<file path="config.mk">
export PLATFORM = sky130hd
export DESIGN_NAME = load_store_ctrl
export DESIGN_NICKNAME = d
export VERILOG_FILES = /design/src/rtl/load_store_ctrl.sv
export SDC_FILE = /design/constraint.sdc
export NUM_CORES = 1
export LEC_CHECK = 0
export ABC_CLOCK_PERIOD_IN_PS = 3600
export BUFFER_PORTS_ARGS = -buffer_cell sky130_fd_sc_hd__buf_2
export CAP_MARGIN = 5
export CORE_AREA = 2 2 131 133
export CTS_BUF_LIST = sky130_fd_sc_hd__clkbuf_16
export DETAILED_ROUTE_END_ITERATION = 10
export DIE_AREA = 0 0 133 135
export HOLD_SLACK_MARGIN = 0.15
export PLACE_DENSITY = 0.72
export SLEW_MARGIN = 20
export SYNTH_ARGS = -nofsm -noshare
export SYNTH_HDL_FRONTEND = slang
export SYNTH_SLANG_ARGS = --single-unit
</file>
<file path="constraint.sdc">
create_clock -name clk -period 3.6 [get_ports clk]
set_clock_uncertainty 0.2 [all_clocks]
set_input_delay 0.54 -clock clk [delete_from_list [all_inputs] [get_ports clk]]
set_output_delay 0.54 -clock clk [all_outputs]
set_load 0.01 [all_outputs]
</file>
<file path="src/rtl/load_store_ctrl.sv">
// Data-memory load/store sequencer: word-aligned req/gnt/rvalid handshake, byte strobes, load alignment and extension.
// Define LSU_MISALIGN_SPLIT_EN to split misaligned accesses into two word accesses; otherwise they return an error.
module load_store_ctrl #(
    parameter int ADDR_W = 32
) (
    input  logic              clk,
    input  logic              rstn,
    input  logic              reqValid,
    output logic              reqReady,
    input  logic              reqWrite,
    input  logic [2:0]        reqFunc3,
    input  logic [ADDR_W-1:0] reqAddr,
    input  logic [31:0]       reqWdata,
    output logic              respValid,
    output logic [31:0]       respData,
    output logic              respErr,
    output logic              busy,
    output logic              memReq,
    input  logic              memGnt,
    output logic              memWe,
    output logic [ADDR_W-1:0] memAddr,
    output logic [3:0]        memStrb,
    output logic [31:0]       memWdata,
    input  logic              memRvalid,
    input  logic [31:0]       memRdata
);

    typedef enum logic [2:0] {IDLE, REQ0, WAIT0, REQ1, WAIT1, DONE} state_t;

`ifdef LSU_MISALIGN_SPLIT_EN
    localparam bit SPLIT_EN = 1'b1;
`else
    localparam bit SPLIT_EN = 1'b0;
`endif

    state_t            state;
    logic              write_q;
    logic              split_q;
    logic [2:0]        func3_q;
    logic [ADDR_W-1:0] addr_q;
    logic [3:0]        mask_hi_q;
    logic [31:0]       wdata_hi_q;
    logic [31:0]       lo_q;

    logic [2:0]        in_size;
    logic [7:0]        in_mask8;
    logic [63:0]       in_shifted;
    logic              in_legal;
    logic              in_misal;
    logic [ADDR_W-1:0] next_addr;
    logic [63:0]       rd_pair;
    logic [31:0]       raw;
    logic [31:0]       load_data;

    // Request decode works on the live inputs because the IDLE decision is made in the acceptance cycle.
    always_comb begin
        case (reqFunc3[1:0])
            2'b01:   in_size = 3'd2;
            2'b10:   in_size = 3'd4;
            default: in_size = 3'd1;
        endcase
        in_mask8   = ((8'd1 << in_size) - 8'd1) << reqAddr[1:0];
        in_shifted = {32'b0, reqWdata} << {reqAddr[1:0], 3'b000};
        in_misal   = |in_mask8[7:4];
        case (reqFunc3)
            3'b000, 3'b001, 3'b010: in_legal = 1'b1;
            3'b100, 3'b101:         in_legal = !reqWrite;
            default:                in_legal = 1'b0;
        endcase
    end

    assign next_addr = {addr_q[ADDR_W-1:2], 2'b00} + ADDR_W'(4);

    // The word returning now is hi in WAIT1 (lo captured earlier) and lo otherwise.
    always_comb begin
        rd_pair = (state == WAIT1) ? {memRdata, lo_q} : {32'b0, memRdata};
        raw     = 32'(rd_pair >> {addr_q[1:0], 3'b000});
        case (func3_q)
            3'b000:  load_data = {{24{raw[7]}}, raw[7:0]};
            3'b001:  load_data = {{16{raw[15]}}, raw[15:0]};
            3'b010:  load_data = raw;
            3'b100:  load_data = {24'b0, raw[7:0]};
            3'b101:  load_data = {16'b0, raw[15:0]};
            default: load_data = '0;
        endcase
    end

    assign reqReady = (state == IDLE);
    assign busy     = (state != IDLE);

    // NOTE: every register here uses non-blocking assignment so all next-state values derive from pre-edge state.
    always_ff @(posedge clk or negedge rstn) begin
        if (!rstn) begin
            state      <= IDLE;
            write_q    <= 1'b0;
            split_q    <= 1'b0;
            func3_q    <= '0;
            addr_q     <= '0;
            mask_hi_q  <= '0;
            wdata_hi_q <= '0;
            lo_q       <= '0;
            respValid  <= 1'b0;
            respErr    <= 1'b0;
            respData   <= '0;
            memReq     <= 1'b0;
            memWe      <= 1'b0;
            memAddr    <= '0;
            memStrb    <= '0;
            memWdata   <= '0;
        end else begin
            case (state)
                IDLE: begin
                    if (reqValid) begin
                        write_q    <= reqWrite;
                        func3_q    <= reqFunc3;
                        addr_q     <= reqAddr;
                        mask_hi_q  <= in_mask8[7:4];
                        wdata_hi_q <= in_shifted[63:32];
                        split_q    <= in_misal && SPLIT_EN;
                        if (!in_legal || (in_misal && !SPLIT_EN)) begin
                            state     <= DONE;
                            respValid <= 1'b1;
                            respErr   <= 1'b1;
                            respData  <= '0;
                        end else begin
                            state    <= REQ0;
                            memReq   <= 1'b1;
                            memWe    <= reqWrite;
                            memAddr  <= {reqAddr[ADDR_W-1:2], 2'b00};
                            memStrb  <= reqWrite ? in_mask8[3:0] : 4'hF;
                            memWdata <= reqWrite ? in_shifted[31:0] : '0;
                        end
                    end
                end
                REQ0: begin
                    if (memGnt) begin
                        if (!write_q) begin
                            memReq <= 1'b0;
                            state  <= WAIT0;
                        end else if (split_q) begin
                            // Second store half follows immediately; memReq stays high across both.
                            state    <= REQ1;
                            memAddr  <= next_addr;
                            memStrb  <= mask_hi_q;
                            memWdata <= wdata_hi_q;
                        end else begin
                            memReq    <= 1'b0;
                            state     <= DONE;
                            respValid <= 1'b1;
                            respData  <= '0;
                        end
                    end
                end
                WAIT0: begin
                    if (memRvalid) begin
                        lo_q <= memRdata;
                        if (split_q) begin
                            state    <= REQ1;
                            memReq   <= 1'b1;
                            memAddr  <= next_addr;
                            memStrb  <= 4'hF;
                            memWdata <= '0;
                        end else begin
                            state     <= DONE;
                            respValid <= 1'b1;
                            respData  <= load_data;
                        end
                    end
                end
                REQ1: begin
                    if (memGnt) begin
                        memReq <= 1'b0;
                        if (write_q) begin
                            state     <= DONE;
                            respValid <= 1'b1;
                            respData  <= '0;
                        end else begin
                            state <= WAIT1;
                        end
                    end
                end
                WAIT1: begin
                    if (memRvalid) begin
                        state     <= DONE;
                        respValid <= 1'b1;
                        respData  <= load_data;
                    end
                end
                DONE: begin
                    respValid <= 1'b0;
                    respErr   <= 1'b0;
                    state     <= IDLE;
                end
                default: state <= IDLE;
            endcase
        end
    end

endmodule

</file>
==> metrics.csv <==
metric,value,unit
status,"finished, final reports clean",
final net count,1088,
leakage power total,5.05,nW
largest cells by area after synthesis,"dfrtp_1 46%, nand2_1 8.7%, mux2_2 8.3%, mux4_2 5.0%, mux2i_1 4.2%",
Reg2Reg Setup Slack,0.81,ns
Num CTS Buffers,17,
"critical path fanouts, max",20,
Worst Path Arrival,2.89,ns
R2R Path Start,state[0],
most frequent cells in the layout,"207 x buf_2, 179 x nand2_1, 142 x dfrtp_1, 57 x mux2_2, 38 x o21ai_0",
H-tree levels,4,
"most common cell after layout, fill and taps aside",buf_2,
area growth from synthesis to layout,26.9,%
Core ar.,16400,µm²
std cell rows,47,
DP HPWL,14100,µm
DR iter-0 viols,524,
Tcrit/Tclk final,0.774,
cell count after synthesis,762,
mapped cell area,7700,µm²
Max-slew headroom,0.400,
vias in the first global route,6628,
final non-filler cell total,1207,
Pre-antenna DRT Iters,5,
Hold Path Class,in -> reg,
port buffer count,208,
maxcap violations,0,
Hold Path Depth,2,
Vias,6730,
ratio of cells with drive above 1 in the final layout,0.335,
CTS clock-pin slew for the worst setup and hold paths,0.06,ns
pin count of the biggest net entering global routing,72,
register area share after synthesis,0.465,
PD cells,804,nW/µm²
Yosys reg bits,143,
Die Area,18000,µm²
Hold Crit Start,memGnt,
count of cells resized by post-cts repair,0,
placed cell count,1148,
post-synthesis async set-or-reset flop share,1.00,
clk_lat worst skew,0.42,ns
IO Count,211,
DRC errors left,0,
Synth area leader,dfrtp_1,
FF-to-FF path depth,5,
max-slew violations,0,
clock sink total,143,
GRT Util Overall,0.240,
first-pass GRT wire length,34000,µm
Vias per Instance,5.58,
fmax,359,MHz
GRT overflow,0,
Max IR drop VDD,0.460,mV
Hold Fails Final Rpt,0,
reg2reg end,respData[26],
Yosys warnings,0,
number of synthesized flops with an enable pin,0,
Mapped Avg Cell Area,10.1,µm²
TritonCTS clock tree,yes,
Longest Clk Path Bufs,2,
CTS root buf,clkbuf_16,
die width,133,µm
Die Ht,135,µm
Tmin final,2.79,ns
DR WL/cell,17.5,µm
Startpoint Class,flop,
Unique masters post-synth,49,
setup bufs post-CTS,0,
area share of the largest cell type after synthesis,0.465,
worst hold endpoint,state[0],
WP data required,3.70,ns
Fillers,1380,
Setup-failing EPs final,0,
initial antenna violation count,1,
Tightest Pin Transition,0.898,ns
kind of critical path,reg -> reg,
setup_tns,0,ns
commonest register cell after synthesis,dfrtp_1,
Initial Util,0.469,
gpl congestion,0.833,
RSZ-0062 raised after global routing,false,
critical path endpoint category,flop,
Routed Antenna Nets,0,
Total Routed Length,21100,µm
==> cells in the mapped netlist (2+ instances only) <==
library cell,count
clkbuf_1,29
o31ai_1,9
nor2b_1,4
nand2_1,179
or3_1,8
dfrtp_1,143
o21ai_0,38
a211oi_1,9
a31oi_1,3
and3_1,10
nand3_1,37
buf_2,20
nor2_1,24
a221oi_1,2
a221o_1,22
mux2_2,57
mux2i_1,32
mux4_2,17
o21a_1,18
a21o_1,10
o211ai_1,4
buf_4,8
a21oi_1,19
ha_1,5
nand2b_1,4
nor4bb_1,2
nor3_1,2
o2111a_1,8
buf_1,5
inv_1,7
a211o_1,9
==> flip-flops by register name (all words and copies together), names as in the netlist <==
| signal | count |
|---|---|
| addr_q | 2 |
| func3_q | 3 |
| lo_q | 32 |
| memAddr | 30 |
| memReq | 1 |
| memStrb | 4 |
| memWdata | 32 |
| memWe | 1 |
| respData | 32 |
| respErr | 1 |
| respValid | 1 |
| state | 3 |
| write_q | 1 |
==> area by class of cell <==
| type | instances | area [µm²] | area share |
|---|---|---|---|
| sequential | 143 | 3580 | 0.367 |
| multi-input combinational | 550 | 3820 | 0.391 |
| antenna | 1 | 2.50 | 0.000256 |
| clock buffer | 17 | 425 | 0.0436 |
| timing repair buffer | 259 | 1550 | 0.158 |
| tap | 220 | 275 | 0.0282 |
| inverter | 7 | 26.3 | 0.00269 |
| clock inverter | 10 | 90.1 | 0.00922 |
==> power breakdown <==
group | switching (mW) | total (mW) | internal [mW]
logic | 1.77 | 3.34 | 1.58
registers | 0.563 | 2.90 | 2.33
clock network | 0.632 | 1.61 | 0.978
==> stage by stage <==
step | hold WS, ns | area, µm² | util | setup slack [ns] | power (mW)
floorplan | 0.0444 | 7700 | - | 1.24 | 5.04
global placement | 0.245 | 8940 | 0.545 | 0.710 | 6.15
detailed placement | 0.255 | 8940 | 0.545 | 0.618 | 6.23
CTS | 0.155 | 9760 | 0.595 | 0.817 | 7.89
global route | 0.180 | 9770 | 0.595 | 0.629 | 8.37
finish | 0.172 | 9770 | 0.595 | 0.812 | 7.85
==> worst max-delay path by stage <==
stage	startpoint	end	slack (ns)	cells after the start
final	state[0]	respData[26]	0.81	5
after global routing	state[0]	respData[26]	0.63	5
after CTS	state[0]	respData[26]	0.82	5
after detailed placement	reqFunc3[1]	memAddr[15]	0.62	9
after global placement	reqFunc3[0]	memWdata[0]	0.71	9
after floorplan	reqFunc3[0]	respData[18]	1.24	8
==> cells by family after synthesis <==
family,Yosys count,synth area share
DFF,143,0.465
buffers and inverters,70,0.0423
xor gates and xnor gates,1,0.00114
muxes,106,0.175
AOI/OAI and AO/OA,158,0.149
and+or+nand+nor,278,0.159
adders and majority gates,5,0.00813
other,1,0.000487
==> layer usage <==
| metal | wire (µm) | track usage |
|---|---|---|
| met5 | 0 | 0 |
| met2 | 10500 | 0.405 |
| met4 | 638 | 0.114 |
| met1 | 8700 | 0.301 |
| met3 | 1280 | 0.0447 |
==> worst max-delay path: stages, from the launching register on <==
cell and delay [ns]:
dfrtp_1 0.67, or3b_1 0.77, mux2i_1 0.39, o21a_1 0.19, o21ai_0 0.10, a221o_1 0.34
==> timing repair <==
action,4_1_cts,5_1_grt
setup endpoints to repair,0,0
hold buffers,31,0
endpoints found under the hold margin,96,0
(Power assumes the default switching activity.)
